## config.mk

```make
export PLATFORM = sky130hd
export DESIGN_NAME = xdisp_ctrl_flat
export DESIGN_NICKNAME = d
export VERILOG_FILES = /design/src/rtl/xdisp_pkg.sv /design/src/rtl/xdisp_ctrl_if.sv /design/src/rtl/xdisp_rr_arb.sv /design/src/rtl/xdisp_ctrl.sv /design/src/flat_wrapper.sv
export SDC_FILE = /design/constraint.sdc
export NUM_CORES = 1
export LEC_CHECK = 0
export ABC_AREA = 1
export CORE_UTILIZATION = 46
export CTS_CLUSTER_DIAMETER = 40
export CTS_CLUSTER_SIZE = 20
export DETAILED_ROUTE_END_ITERATION = 12
export GPL_TIMING_DRIVEN = 0
export HOLD_SLACK_MARGIN = 0.1
export MAX_ROUTING_LAYER = met4
export PLACE_DENSITY = 0.73
export SYNTH_ARGS = -nofsm -noshare
export SYNTH_HDL_FRONTEND = slang
export SYNTH_SLANG_ARGS = --single-unit
```

## constraint.sdc

```tcl
create_clock -name clk -period 2.18 [get_ports clk]
set_input_delay 0.218 -clock clk [delete_from_list [all_inputs] [get_ports clk]]
set_output_delay 0.218 -clock clk [all_outputs]
set_load 0.02 [all_outputs]
```

## src/rtl/xdisp_pkg.sv

```systemverilog
// Shared constants, FSM state type and helpers for the xdisp_ctrl display arbiter.
package xdisp_pkg;

    localparam int unsigned N_REQ  = 4;
    localparam int unsigned DATA_W = 11;
    localparam int unsigned PTR_W  = 2;
    localparam int unsigned CNT_W  = 24;

    typedef enum logic {
        ST_IDLE  = 1'b0,
        ST_DWELL = 1'b1
    } state_t;

    // Converts a one-hot requester vector into its index (zero when empty).
    function automatic logic [PTR_W-1:0] oh_to_idx(input logic [N_REQ-1:0] oh);
        logic [PTR_W-1:0] idx;
        idx = '0;
        for (int unsigned i = 0; i < N_REQ; i++) begin
            if (oh[i]) begin
                idx = idx | PTR_W'(i);
            end
        end
        return idx;
    endfunction

endpackage

```

## src/rtl/xdisp_ctrl_if.sv

```systemverilog
// Requester/display bus of xdisp_ctrl: requests and data in, grant/ack/display out.
interface xdisp_ctrl_if;
    import xdisp_pkg::*;

    logic [N_REQ-1:0]        req;
    logic [N_REQ*DATA_W-1:0] data_in;
    logic [N_REQ-1:0]        grant;
    logic [N_REQ-1:0]        ack;
    logic [DATA_W-1:0]       disp_data;
    logic                    disp_sel;
    logic                    busy;

    modport master (
        output req, data_in,
        input  grant, ack, disp_data, disp_sel, busy
    );

    modport slave (
        input  req, data_in,
        output grant, ack, disp_data, disp_sel, busy
    );

endinterface

```

## src/rtl/xdisp_rr_arb.sv

```systemverilog
// Combinational round-robin picker: search starts one past ptr and wraps.
module xdisp_rr_arb
    import xdisp_pkg::*;
(
    input  logic [N_REQ-1:0] req,
    input  logic [PTR_W-1:0] ptr,
    output logic [N_REQ-1:0] winner,
    output logic             valid
);

    logic [PTR_W-1:0] idx;

    // First requester found after the pointer wins; the pointer itself is tried last.
    always_comb begin
        winner = '0;
        valid  = 1'b0;
        idx    = '0;
        for (int unsigned i = 1; i <= N_REQ; i++) begin
            idx = ptr + PTR_W'(i);
            if (!valid && req[idx]) begin
                winner[idx] = 1'b1;
                valid       = 1'b1;
            end
        end
    end

endmodule

```

## src/rtl/xdisp_ctrl.sv

```systemverilog
// Display arbiter: grants one of four requesters the display for DWELL cycles,
// capturing its 11-bit value and toggling disp_sel on every capture.
// Optional macro XDISP_CTRL_PRIO_EN makes requester 0 pre-empt other owners.
module xdisp_ctrl
    import xdisp_pkg::DATA_W, xdisp_pkg::PTR_W, xdisp_pkg::CNT_W;
    import xdisp_pkg::state_t, xdisp_pkg::ST_IDLE, xdisp_pkg::ST_DWELL;
    import xdisp_pkg::oh_to_idx;
#(
    parameter int unsigned DWELL = 1000,
    parameter int unsigned N_REQ = 4
) (
    input  logic        clk,
    input  logic        rst,
    xdisp_ctrl_if.slave bus
);

    state_t              state_q, state_d;
    logic [CNT_W-1:0]    cnt_q, cnt_d;
    logic [PTR_W-1:0]    ptr_q, ptr_d;
    logic [N_REQ-1:0]    grant_q, grant_d;
    logic [N_REQ-1:0]    ack_q, ack_d;
    logic [DATA_W-1:0]   disp_data_q, disp_data_d;
    logic                disp_sel_q, disp_sel_d;

    logic [N_REQ-1:0]    arb_oh;
    logic                arb_valid;
    logic                cap_en;
    logic                adv_en;
    logic [N_REQ-1:0]    cap_oh;
    logic [PTR_W-1:0]    cap_idx;
    logic [DATA_W-1:0]   slice [N_REQ];

    xdisp_rr_arb u_arb (
        .req    (bus.req),
        .ptr    (ptr_q),
        .winner (arb_oh),
        .valid  (arb_valid)
    );

    // Split the packed data bus into per-requester values.
    always_comb begin
        for (int unsigned i = 0; i < N_REQ; i++) begin
            slice[i] = bus.data_in[i*DATA_W +: DATA_W];
        end
    end

    // Next-state: arbitrate in IDLE or at dwell expiry, otherwise count down.
    always_comb begin
        state_d     = state_q;
        cnt_d       = cnt_q;
        ptr_d       = ptr_q;
        grant_d     = grant_q;
        ack_d       = '0;
        disp_data_d = disp_data_q;
        disp_sel_d  = disp_sel_q;
        cap_en      = 1'b0;
        adv_en      = 1'b0;
        cap_oh      = arb_oh;
        cap_idx     = '0;

        case (state_q)
            ST_IDLE: begin
                cap_en = arb_valid;
                adv_en = arb_valid;
            end
            ST_DWELL: begin
                if (cnt_q == '0) begin
                    cap_en = arb_valid;
                    adv_en = arb_valid;
                    if (!arb_valid) begin
                        state_d = ST_IDLE;
                        grant_d = '0;
                    end
                end else begin
                    cnt_d = cnt_q - 1'b1;
                end
`ifdef XDISP_CTRL_PRIO_EN
                // Requester 0 overrides any other owner without moving the pointer.
                if (bus.req[0] && !grant_q[0]) begin
                    cap_en = 1'b1;
                    adv_en = 1'b0;
                    cap_oh = N_REQ'(1);
                end
`endif
            end
            default: begin
                state_d = ST_IDLE;
            end
        endcase

        if (cap_en) begin
            cap_idx     = oh_to_idx(cap_oh);
            state_d     = ST_DWELL;
            cnt_d       = CNT_W'(DWELL - 1);
            grant_d     = cap_oh;
            ack_d       = cap_oh;
            disp_data_d = slice[cap_idx];
            disp_sel_d  = ~disp_sel_q;
            if (adv_en) begin
                ptr_d = cap_idx;
            end
        end
    end

    // State and output registers; reset points the pointer at 3 so requester 0 wins first.
    always_ff @(posedge clk) begin
        if (rst) begin
            state_q     <= ST_IDLE;
            cnt_q       <= '0;
            ptr_q       <= PTR_W'(3);
            grant_q     <= '0;
            ack_q       <= '0;
            disp_data_q <= '0;
            disp_sel_q  <= 1'b0;
        end else begin
            state_q     <= state_d;
            cnt_q       <= cnt_d;
            ptr_q       <= ptr_d;
            grant_q     <= grant_d;
            ack_q       <= ack_d;
            disp_data_q <= disp_data_d;
            disp_sel_q  <= disp_sel_d;
        end
    end

    assign bus.grant     = grant_q;
    assign bus.ack       = ack_q;
    assign bus.disp_data = disp_data_q;
    assign bus.disp_sel  = disp_sel_q;
    assign bus.busy      = (state_q == ST_DWELL);

endmodule

```

## src/flat_wrapper.sv

```systemverilog
// flat-port wrapper written by rule: the top's interface ports become plain ports
module xdisp_ctrl_flat import xdisp_pkg::DATA_W, xdisp_pkg::PTR_W, xdisp_pkg::CNT_W; import xdisp_pkg::state_t, xdisp_pkg::ST_IDLE, xdisp_pkg::ST_DWELL; import xdisp_pkg::oh_to_idx;
#(
    parameter int unsigned DWELL = 1000,
    parameter int unsigned N_REQ = 4
)
  (clk, rst, bus_req, bus_data_in, bus_grant, bus_ack, bus_disp_data, bus_disp_sel, bus_busy);
  xdisp_ctrl_if bus_i ();
  input  logic clk;
  input  logic rst;
  input wire logic [$bits(bus_i.req)-1:0] bus_req;
  input wire logic [$bits(bus_i.data_in)-1:0] bus_data_in;
  output wire logic [$bits(bus_i.grant)-1:0] bus_grant;
  output wire logic [$bits(bus_i.ack)-1:0] bus_ack;
  output wire logic [$bits(bus_i.disp_data)-1:0] bus_disp_data;
  output wire logic [$bits(bus_i.disp_sel)-1:0] bus_disp_sel;
  output wire logic [$bits(bus_i.busy)-1:0] bus_busy;
  assign bus_i.req = bus_req;
  assign bus_i.data_in = bus_data_in;
  assign bus_grant = bus_i.grant;
  assign bus_ack = bus_i.ack;
  assign bus_disp_data = bus_i.disp_data;
  assign bus_disp_sel = bus_i.disp_sel;
  assign bus_busy = bus_i.busy;
  xdisp_ctrl #(.DWELL(DWELL), .N_REQ(N_REQ)) u_core (.clk(clk), .rst(rst), .bus(bus_i));
endmodule
```

==> results of run 1 <==
==> cells by family (layout without fill, tap and decap cells) <==
kind of cell / Yosys count / in the layout / synth area share (%)
simple gates: 289 / 289 / 44.62
xor+xnor: 9 / 9 / 2.537
buf+inv: 86 / 175 / 11.84
fa+ha+maj: 10 / 10 / 4.027
flops: 47 / 47 / 30.29
compound gates: 39 / 39 / 6.685
==> power groups by stage <==
stage	combinational, mW	sequential (mW)	clock, mW
4_1_cts	3.23	1.19	0.547
5_1_grt	3.97	1.21	0.577
2_1_floorplan	2.14	1.34	0
3_5_place_dp	3.13	1.20	0
6_report	3.60	1.19	0.536
3_3_place_gp	3.10	1.20	0
==> how the worst min path moves through the flow <==
stage                                         start                              endpoint  slack [ns]  depth (start not counted)
6_report       u_core.bus.disp_data[3]$_SDFFE_PP0P_  u_core.bus.disp_data[3]$_SDFFE_PP0P_        0.46                          2
4_1_cts        u_core.bus.disp_data[8]$_SDFFE_PP0P_  u_core.bus.disp_data[8]$_SDFFE_PP0P_        0.46                          2
3_3_place_gp   u_core.bus.disp_data[5]$_SDFFE_PP0P_  u_core.bus.disp_data[5]$_SDFFE_PP0P_        0.44                          2
5_1_grt        u_core.bus.disp_data[9]$_SDFFE_PP0P_  u_core.bus.disp_data[9]$_SDFFE_PP0P_        0.47                          2
3_5_place_dp   u_core.bus.disp_data[9]$_SDFFE_PP0P_  u_core.bus.disp_data[9]$_SDFFE_PP0P_        0.44                          2
2_1_floorplan                                   rst      u_core.bus.grant[0]$_SDFFE_PP0P_        0.29                          1
==> synthesized netlist by cell type, drive strengths merged <==
| master | n |
|---|---|
| o21ai | 17 |
| o22ai | 2 |
| ha | 10 |
| nor4 | 8 |
| a31oi | 3 |
| inv | 71 |
| a21oi | 16 |
| nand2 | 162 |
| xnor2 | 3 |
| nor3b | 1 |
| dfxtp | 47 |
| clkinv | 1 |
| nor3 | 5 |
| xor2 | 6 |
| nand4 | 5 |
| clkbuf | 1 |
| buf | 13 |
| nand3 | 62 |
| nor2 | 46 |
| o211ai | 1 |
==> routing by layer <==
layer  wire length, microns  vias up  track usage (%)  share of wire, %
met3                    370       11            3.736               4.7
li1                       -     1684                -                 -
met5                      0        -                -                 0
met4                     89        0            6.113               1.1
met1                   3677     1430            30.49                46
met2                   3811       86            38.82                48
==> through the flow <==
step	setup TNS (ns)	setup slack [ns]
final	0	0.07387
after CTS	0	0.05816
after global placement	-4.484	-0.2636
after floorplan	0	0.09481
after global routing	-0.3734	-0.06763
after detailed placement	-5.501	-0.2977
==> flip-flops by register name (all words and copies together) (netlist names) <==
register,cells
u_core.cnt_q,24
u_core.bus.busy,1
u_core.bus.ack,4
u_core.bus.disp_sel,1
u_core.bus.disp_data,11
u_core.bus.grant,4
u_core.ptr_q,2
==> worst register-to-register path, cell delays in order (launching register included) <==
cell        delay, ns
dfxtp_4          0.37
clkinvlp_4       0.11
ha_4             0.31
inv_4            0.05
nand3_4          0.08
nand2_4          0.09
nand2_4          0.08
nor2_4           0.05
nand2_1          0.07
nand2_2          0.07
nor2_4           0.21
nand2_4          0.11
buf_8            0.15
nand2_1          0.06
nand3_1          0.09
nand3_2          0.08
nand2_1          0.04
==> final cells by class <==
| cell class | count | area [sq um] |
|---|---|---|
| Buffer | 12 | 97.59 |
| Clock buffer | 5 | 68.82 |
| Clock inverter | 3 | 18.77 |
| Fill cell | 590 | 2248 |
| Inverter | 72 | 281.5 |
| Multi-Input combinational cell | 347 | 1864 |
| Sequential cell | 47 | 948.4 |
| Tap cell | 77 | 96.34 |
| Timing Repair Buffer | 83 | 798.3 |
==> timing repair <==
item	CTS	global route
cloned	0	2
setup buffers	4	7
gates resized for setup	11	20
pin swaps	2	13
endpoints found under the setup margin	33	21
==> results.yml, run 1 <==
run_status:
  run_status: "finished with violations"
  violations: "design-rule violations"
sta:
  finClkSkew_ns: 0.005841
  fin_crit_ns: 2.106
  hold_ws_ns: 0.4582
  worst_slew_pin_slew_ns: 0.4446
  slew_viol_final: 0
  period_share_pct: 96.61
  rsz0062_at_grt: "yes"
  slew_headroom_pct: 70.36
  setup_viol: 0
  fmax_mhz: 474.8
  finalHoldViolations: 0
drt:
  routed_wl_microns: 7947
  firstDrtPassIters: 11
  drt_iter0_markers: 123
  drc: 2
  wl_per_cell_microns: 12.30
  via_count: 3211
  final_antenna_net_count: 0
  routed_via_density: 4.971
yosys:
  synth_area_leader_cell: "dfxtp_1"
  synthDistinctLibCells: 34
  synth_warnings: 0
  synth_area_leaders: "dfxtp_1 30%, nand2_1 18%, nand3_1 9.3%, inv_1 8.2%, nor2_1 4.8%"
  synth_fp_nets: 540
  ys_seq_area_share_pct: 30.29
  syn-cell-area_sq_mm: 0.003107
  ys_ff_latch: 47
  synth.avg_cell_area_sq_um: 6.472
  synthCells: 480
  synth_top_area_share_pct: 30.29
layout:
  insertedDiodeCount: 0
  stdcell_count: 646
  final_area_sq_mm: 0.004174
  area_growth_pct: 34.35
  final_util_pct: 64.99
  layout_common_cells: "144 x nand2_1, 70 x clkdlybuf4s50_1, 66 x inv_1, 55 x nand3_1, 45 x dfxtp_1"
  fin_nets: 628
  layout-drive-gt1-share_pct: 13.71
  layout_commonest_cell: "nand2_1"
floorplan:
  start_util_pct: 48.37
  boundaryPins: 71
  core_area_sq_mm: 0.006422
  rows: 29
  die_width_microns: 84.18
  die_y_microns: 84.18
  die_area_sq_mm: 0.007086
pwr:
  pwr-share-clk_pct: 10.1
  p_leak_nw: 2.009
  p_switching_mw: 2.553
  switching_share_pct: 47.92
  pwr_density_cell_mw_per_mm2: 1276
  p_total_mw: 5.328
  p_int_mw: 2.774
  p_seq_share_pct: 22.3
  pwr-share-comb_pct: 67.6
  vdd_drop_max_mv: 1.006
worst_hold_path:
  hp-class: "reg -> reg"
critical_path:
  cp-start-kind: "flop"
  critPathKind: "reg -> reg"
  worstPathArrival_ns: 2.31
  endpoint_kind: "flop"
  rr_endpoint: "u_core.bus.disp_data[5]$_SDFFE_PP0P_"
  cp_top_family: "simple AND/OR/NAND/NOR gates"
  critPathSlowestCell: "dfxtp_4"
  reg2reg_depth: 16
  cp-startpoint: "u_core.ptr_q[1]$_SDFFE_PP1P_"
  cp.required_ns: 2.38
  cp_cell_sequence: "clkinvlp_4 > ha_4 > inv_4 > nand3_4 > nand2_4 > nand2_4 > nor2_4 > nand2_1 > nand2_2 > nor2_4 > nand2_4 > buf_8 > nand2_1 > nand3_1 > nand3_2 > nand2_1"
  cp.depth: 16
  regToRegStartpoint: "u_core.ptr_q[1]$_SDFFE_PP1P_"
  critPathMaxFanout: 10
  slowest_delay_ns: 0.37
  rrSetupSlack_ns: 0.07
  crit_end: "u_core.bus.disp_data[5]$_SDFFE_PP0P_"
  critPathBufInv: 3
place:
  io_buffers: 70
  dp.cells: 627
  gp_congestion: 0.8974
  postPlaceCellArea_sq_mm: 0.003916
  place_hpwl_microns: 6165
clock_tree:
  cts_max_path_buffers: 2
  ctsHoldBuffers: 0
  cts_htree_levels: 2
  numCtsBuffers: 5
  insertion_delay_ns: 0.30
  cts.sinks: 47
  clk_pin_slew_ns: 0.09
  cts_tree: "done"
  cts_root_buf: "clkbuf_8"
grt:
  grt_pass1_wl_microns: 13500
  grt_max_degree: 16
  grt_usage_pct: 23.69
  grt_overflow: 0
  antenna_found_initial: 0
  grt_pass1_vias: 3071
job:
  cap_violations: 0
(Power assumes the default switching activity.)
==> inputs of run 2 (changes only) <==
--- a/config.mk
+++ b/config.mk
@@ -6,8 +6,8 @@
 export NUM_CORES = 1
 export LEC_CHECK = 0
 export ABC_AREA = 1
+export CORE_ASPECT_RATIO = 0.75
 export CORE_UTILIZATION = 46
-export CTS_CLUSTER_DIAMETER = 40
 export CTS_CLUSTER_SIZE = 20
 export DETAILED_ROUTE_END_ITERATION = 12
 export GPL_TIMING_DRIVEN = 0
==> run 2 against run 1 <==
  * The run now ends clean
  * Final cell count up 0.31%
  * Power up 12%
  * Routed wire length up 5.4%
  * Global-route usage up 0.90 points
  * Critical path depth up 1
  * Non-clock buffer count down 2
  * Sequential cell count unchanged
  * Critical path type unchanged
==> results.yml, run 2 (same netlist as run 1, synthesis figures left out) <==
place:
  io_buffers: 70
  postPlaceCellArea_sq_mm: 0.003921
  gp_congestion: 0.9494
  place_hpwl_microns: 6360
  dp.cells: 631
critical_path:
  endpoint_kind: "flop"
  cp-startpoint: "u_core.ptr_q[1]$_SDFFE_PP1P_"
  cp.required_ns: 2.39
  reg2reg_depth: 17
  rrSetupSlack_ns: 0.02
  rr_endpoint: "u_core.bus.disp_data[3]$_SDFFE_PP0P_"
  critPathMaxFanout: 6
  critPathKind: "reg -> reg"
  crit_end: "u_core.bus.disp_data[3]$_SDFFE_PP0P_"
  regToRegStartpoint: "u_core.ptr_q[1]$_SDFFE_PP1P_"
  worstPathArrival_ns: 2.37
  cp-start-kind: "flop"
grt:
  grt_overflow: 0
  grt_max_degree: 16
  grt_pass1_vias: 3085
  grt_pass1_wl_microns: 13740
  grt_usage_pct: 24.59
  antenna_found_initial: 0
layout:
  stdcell_count: 648
  layout-drive-gt1-share_pct: 16.75
  area_growth_pct: 39.35
  layout_common_cells: "132 x nand2_1, 70 x clkdlybuf4s50_1, 66 x inv_1, 49 x nand3_1, 45 x dfxtp_1"
  final_area_sq_mm: 0.004329
  largest_reg_flops: 24
  insertedDiodeCount: 0
  regMostFlops: "u_core.cnt_q"
  layout_commonest_cell: "nand2_1"
  fin_nets: 626
sta:
  period_share_pct: 99.27
  fmax_mhz: 462.1
  setup_viol: 0
  finalHoldViolations: 0
  slew_headroom_pct: 72.01
  slew_viol_final: 0
  finClkSkew_ns: 0.01127
  worst_slew_pin_slew_ns: 0.4198
  rsz0062_at_grt: "yes"
  fin_crit_ns: 2.164
drt:
  drt_iter0_markers: 156
  via_count: 3274
  routed_wl_microns: 8376
  wl_per_cell_microns: 12.93
  final_antenna_net_count: 0
  firstDrtPassIters: 5
  drc: 0
  routed_via_density: 5.052
floorplan:
  start_util_pct: 48.45
  core_area_sq_mm: 0.006412
  die_area_sq_mm: 0.007090
  die_width_microns: 96.90
  die_y_microns: 73.17
  rows: 25
  boundaryPins: 71
pwr:
  pwr_density_cell_mw_per_mm2: 1378
  vdd_drop_max_mv: 0.6328
  p_leak_nw: 2.056
clock_tree:
  insertion_delay_ns: 0.30
  numCtsBuffers: 5
  cts.sinks: 47
  cts_max_path_buffers: 2
  cts_htree_levels: 2
  clk_pin_slew_ns: 0.09
  cts_root_buf: "clkbuf_8"
  ctsHoldBuffers: 0
  cts_tree: "done"
job:
  cap_violations: 0
run_status:
  run_status: "finished, final reports clean"
worst_hold_path:
  hp-class: "reg -> reg"
-- run 2: cell count changes in the layout (fill, tap and decap cells not counted), moves of 6 or more --
cell and change:
nand2_1 -12, nand2_2 +11, nand3_1 -6, buf_4 -7, nand3_2 +6
-- run 2: layout make-up --
| cell class | count | area [sq um] |
|---|---|---|
| sequential | 47 | 948.4 |
| multi-input combinational | 347 | 1934 |
| inverter | 72 | 281.5 |
| tap | 81 | 101.3 |
| buffer | 12 | 105.1 |
| clock inverter | 3 | 67.56 |
| timing repair buffer | 81 | 822.0 |
| clock buffer | 5 | 68.82 |
| fill | 573 | 2083 |
-- run 2: worst min-delay path by stage --
| stage | startpoint | to | cells past startpoint |
|---|---|---|---|
| final | u_core.bus.disp_data[1]$_SDFFE_PP0P_ | u_core.bus.disp_data[1]$_SDFFE_PP0P_ | 2 |
| after global routing | u_core.bus.disp_data[9]$_SDFFE_PP0P_ | u_core.bus.disp_data[9]$_SDFFE_PP0P_ | 2 |
| after CTS | u_core.bus.disp_data[1]$_SDFFE_PP0P_ | u_core.bus.disp_data[1]$_SDFFE_PP0P_ | 2 |
| after detailed placement | u_core.bus.disp_data[1]$_SDFFE_PP0P_ | u_core.bus.disp_data[1]$_SDFFE_PP0P_ | 2 |
| after global placement | u_core.bus.disp_data[4]$_SDFFE_PP0P_ | u_core.bus.disp_data[4]$_SDFFE_PP0P_ | 2 |
| after floorplan | rst | u_core.bus.grant[0]$_SDFFE_PP0P_ | 1 |
-- run 2: per-stage QoR --
step                worst slack (ns)  utilization, %  hold WS [ns]  setup TNS (ns)  total power, mW
finish                       0.01601           67.51        0.4622               0            5.967
global route                -0.07735           67.51        0.4800         -0.7634            6.384
CTS                         0.001851           63.86        0.4624               0            5.209
detailed placement           -0.3016           61.15        0.4454          -5.177            4.350
global placement             -0.2389           61.15        0.4375          -3.452            4.267
floorplan                    0.09481               -        0.2871               0            3.480
-- run 2: where the power goes --
group          switching [mW]  internal [mW]
registers               0.133           1.06
clock network           0.304          0.457
logic                    2.29           1.72
-- run 2: timing repair --
item | 4_1_cts | 5_1_grt
resized for setup | 8 | 42
endpoints found under the setup margin | 35 | 23
buffers inserted | 4 | 5
gates cloned | 0 | 2
pin swaps | 1 | 19
-- run 2: per-layer routing --
metal	up-vias	global-route usage [%]	part of all wire (%)
li1	1680	-	-
met1	1482	32.50	49
met2	105	38.97	44
met3	7	5.460	6.6
met4	0	4.809	0.84
met5	-	-	0
-- run 2: critical path, stage by stage, from the launching register on --
cell	delay [ns]
dfxtp_4	0.38
clkinvlp_4	0.10
ha_4	0.27
inv_4	0.07
nand3_4	0.09
nand2_4	0.13
nand2_4	0.07
nor2_4	0.17
nand2_2	0.07
nand2_2	0.09
nor2_4	0.07
nand2_8	0.12
clkbuf_16	0.15
nand2_2	0.04
nand2_1	0.05
nand2_1	0.06
nand3_1	0.09
nand2_1	0.05
==> inputs of run 3 (changes only) <==
--- a/config.mk
+++ b/config.mk
@@ -14,6 +14,7 @@
 export HOLD_SLACK_MARGIN = 0.1
 export MAX_ROUTING_LAYER = met4
 export PLACE_DENSITY = 0.73
+export REMOVE_ABC_BUFFERS = 1
 export SYNTH_ARGS = -nofsm -noshare
 export SYNTH_HDL_FRONTEND = slang
 export SYNTH_SLANG_ARGS = --single-unit
==> run 3 against run 2 <==
  * The run now ends with negative setup slack left
  * Highest routed layer unchanged
  * Clock power fell by 25%
  * Routed wire length up 5.3%
  * Hold slack got worse by 0.0017 ns
==> results.yml, run 3 (same netlist as run 1, synthesis figures left out) <==
clock_tree:
  insertion_delay_ns: 0.30
  cts_tree: "done"
  cts.sinks: 47
  numCtsBuffers: 5
  cts_htree_levels: 2
  cts_root_buf: "clkbuf_8"
  clk_pin_slew_ns: 0.08
  cts_max_path_buffers: 2
  ctsHoldBuffers: 0
place:
  postPlaceCellArea_sq_mm: 0.003816
  place_hpwl_microns: 5867
  io_buffers: 70
  gp_congestion: 0.9191
drt:
  routed_via_density: 5.120
  routed_wl_microns: 8816
  via_count: 3369
  firstDrtPassIters: 6
  drc: 0
  drt_iter0_markers: 186
  wl_per_cell_microns: 13.40
  final_antenna_net_count: 0
grt:
  grt_pass1_wl_microns: 13140
  grt_overflow: 0
  grt_usage_pct: 23.63
  antenna_found_initial: 0
  grt_pass1_vias: 2840
  grt_max_degree: 24
floorplan:
  boundaryPins: 71
  rows: 25
  die_width_microns: 96.90
  core_area_sq_mm: 0.006412
  start_util_pct: 48.45
  die_area_sq_mm: 0.007090
  die_y_microns: 73.17
pwr:
  p_total_mw: 5.904
  pwr_density_cell_mw_per_mm2: 1354
  vdd_drop_max_mv: 0.5941
  p_leak_nw: 2.064
sta:
  slew_headroom_pct: 73.88
  finClkSkew_ns: 0.009098
  finalHoldViolations: 0
  slew_viol_final: 0
  fmax_mhz: 455.6
  fin_crit_ns: 2.195
  worst_slew_pin_slew_ns: 0.3914
  setup_viol: 2
  setup_ws_ns: -0.01479
  period_share_pct: 100.7
  rsz0062_at_grt: "yes"
run_status:
  violations: "negative setup slack"
  run_status: "finished with violations"
layout:
  regArea_sq_um: 948.4
  area_growth_pct: 40.31
  final_util_pct: 67.98
  layout-drive-gt1-share_pct: 16.29
  fin_nets: 636
  fillCellCount: 557
  final_area_sq_mm: 0.004359
  regMostFlops: "u_core.cnt_q"
  layout_commonest_cell: "nand2_1"
  multiInputGateArea_sq_mm: 0.001958
  layout_common_cells: "138 x nand2_1, 70 x clkdlybuf4s50_1, 65 x inv_1, 54 x nand3_1, 45 x dfxtp_1"
  insertedDiodeCount: 0
  largest_reg_flops: 24
critical_path:
  endpoint_kind: "flop"
  critPathMaxFanout: 7
  cp-start-kind: "flop"
  cp.required_ns: 2.37
  worstPathArrival_ns: 2.39
  critPathKind: "reg -> reg"
job:
  cap_violations: 0
worst_hold_path:
  hp-class: "reg -> reg"
[run 3: where the power goes]
group / leakage, nW / internal (mW) / switching, mW
clock network: 0.0515 / 0.290 / 0.281
registers: 0.386 / 1.06 / 0.124
logic: 1.63 / 1.68 / 2.47
total: 2.06 / 3.03 / 2.87
[run 3: per-stage QoR]
step                      cells  hold slack [ns]  setup TNS [ns]  worst slack (ns)
final                       658           0.4606        -0.01488          -0.01479
after detailed placement    617           0.4479          -17.17           -0.7842
after global placement      617           0.4387          -15.58           -0.7229
after CTS                   635           0.4640               0          0.003879
after floorplan             466           0.2871          -3.758           -0.2815
after global routing        658           0.4861          -1.022           -0.1214
[run 3: per-layer routing]
| layer | vias to the layer above | routed length (microns) | share of wire (%) | track usage [%] |
|---|---|---|---|---|
| li1 | 1705 | - | - | - |
| met1 | 1521 | 4122 | 47 | 31.09 |
| met2 | 129 | 3930 | 45 | 37.25 |
| met3 | 14 | 629 | 7.1 | 5.460 |
| met4 | 0 | 133 | 1.5 | 5.141 |
| met5 | - | 0 | 0 | - |
[run 3: final timing paths]
path | from | endpoint | slack, ns | depth (start not counted)
max | u_core.ptr_q[1]$_SDFFE_PP1P_ | u_core.bus.disp_data[4]$_SDFFE_PP0P_ | -0.01 | 13
min | u_core.bus.disp_data[3]$_SDFFE_PP0P_ | u_core.bus.disp_data[3]$_SDFFE_PP0P_ | 0.46 | 2
min reg2reg | u_core.bus.disp_data[3]$_SDFFE_PP0P_ | u_core.bus.disp_data[3]$_SDFFE_PP0P_ | 0.46 | 2
max reg2reg | u_core.ptr_q[1]$_SDFFE_PP1P_ | u_core.bus.disp_data[4]$_SDFFE_PP0P_ | -0.01 | 13
[run 3: critical path, stage by stage (launching register included)]
cell,delay (ns)
dfxtp_4,0.37
clkinvlp_4,0.11
ha_4,0.32
nand3_2,0.11
nand2_2,0.13
nand4_4,0.18
nor2_4,0.18
nor2_8,0.07
buf_4,0.17
buf_4,0.14
nand3_1,0.07
nand3_1,0.08
nand3_1,0.09
nand2_1,0.06
[run 3: final cells by class]
cell class	count	area share, %
clock buffers	8	2.296
flip-flops and latches	47	21.76
repair buffers	98	21.79
well taps	81	2.325
inverters	72	6.745
multi-input cells	351	44.92
repair inverters	1	0.1722
[run 3: what timing repair did]
action	CTS	global route
pin swaps	3	28
hold endpoints to repair	0	0
cloned	2	5
resized for setup	16	34
buffers inserted	8	18
endpoints found under the setup margin	46	33
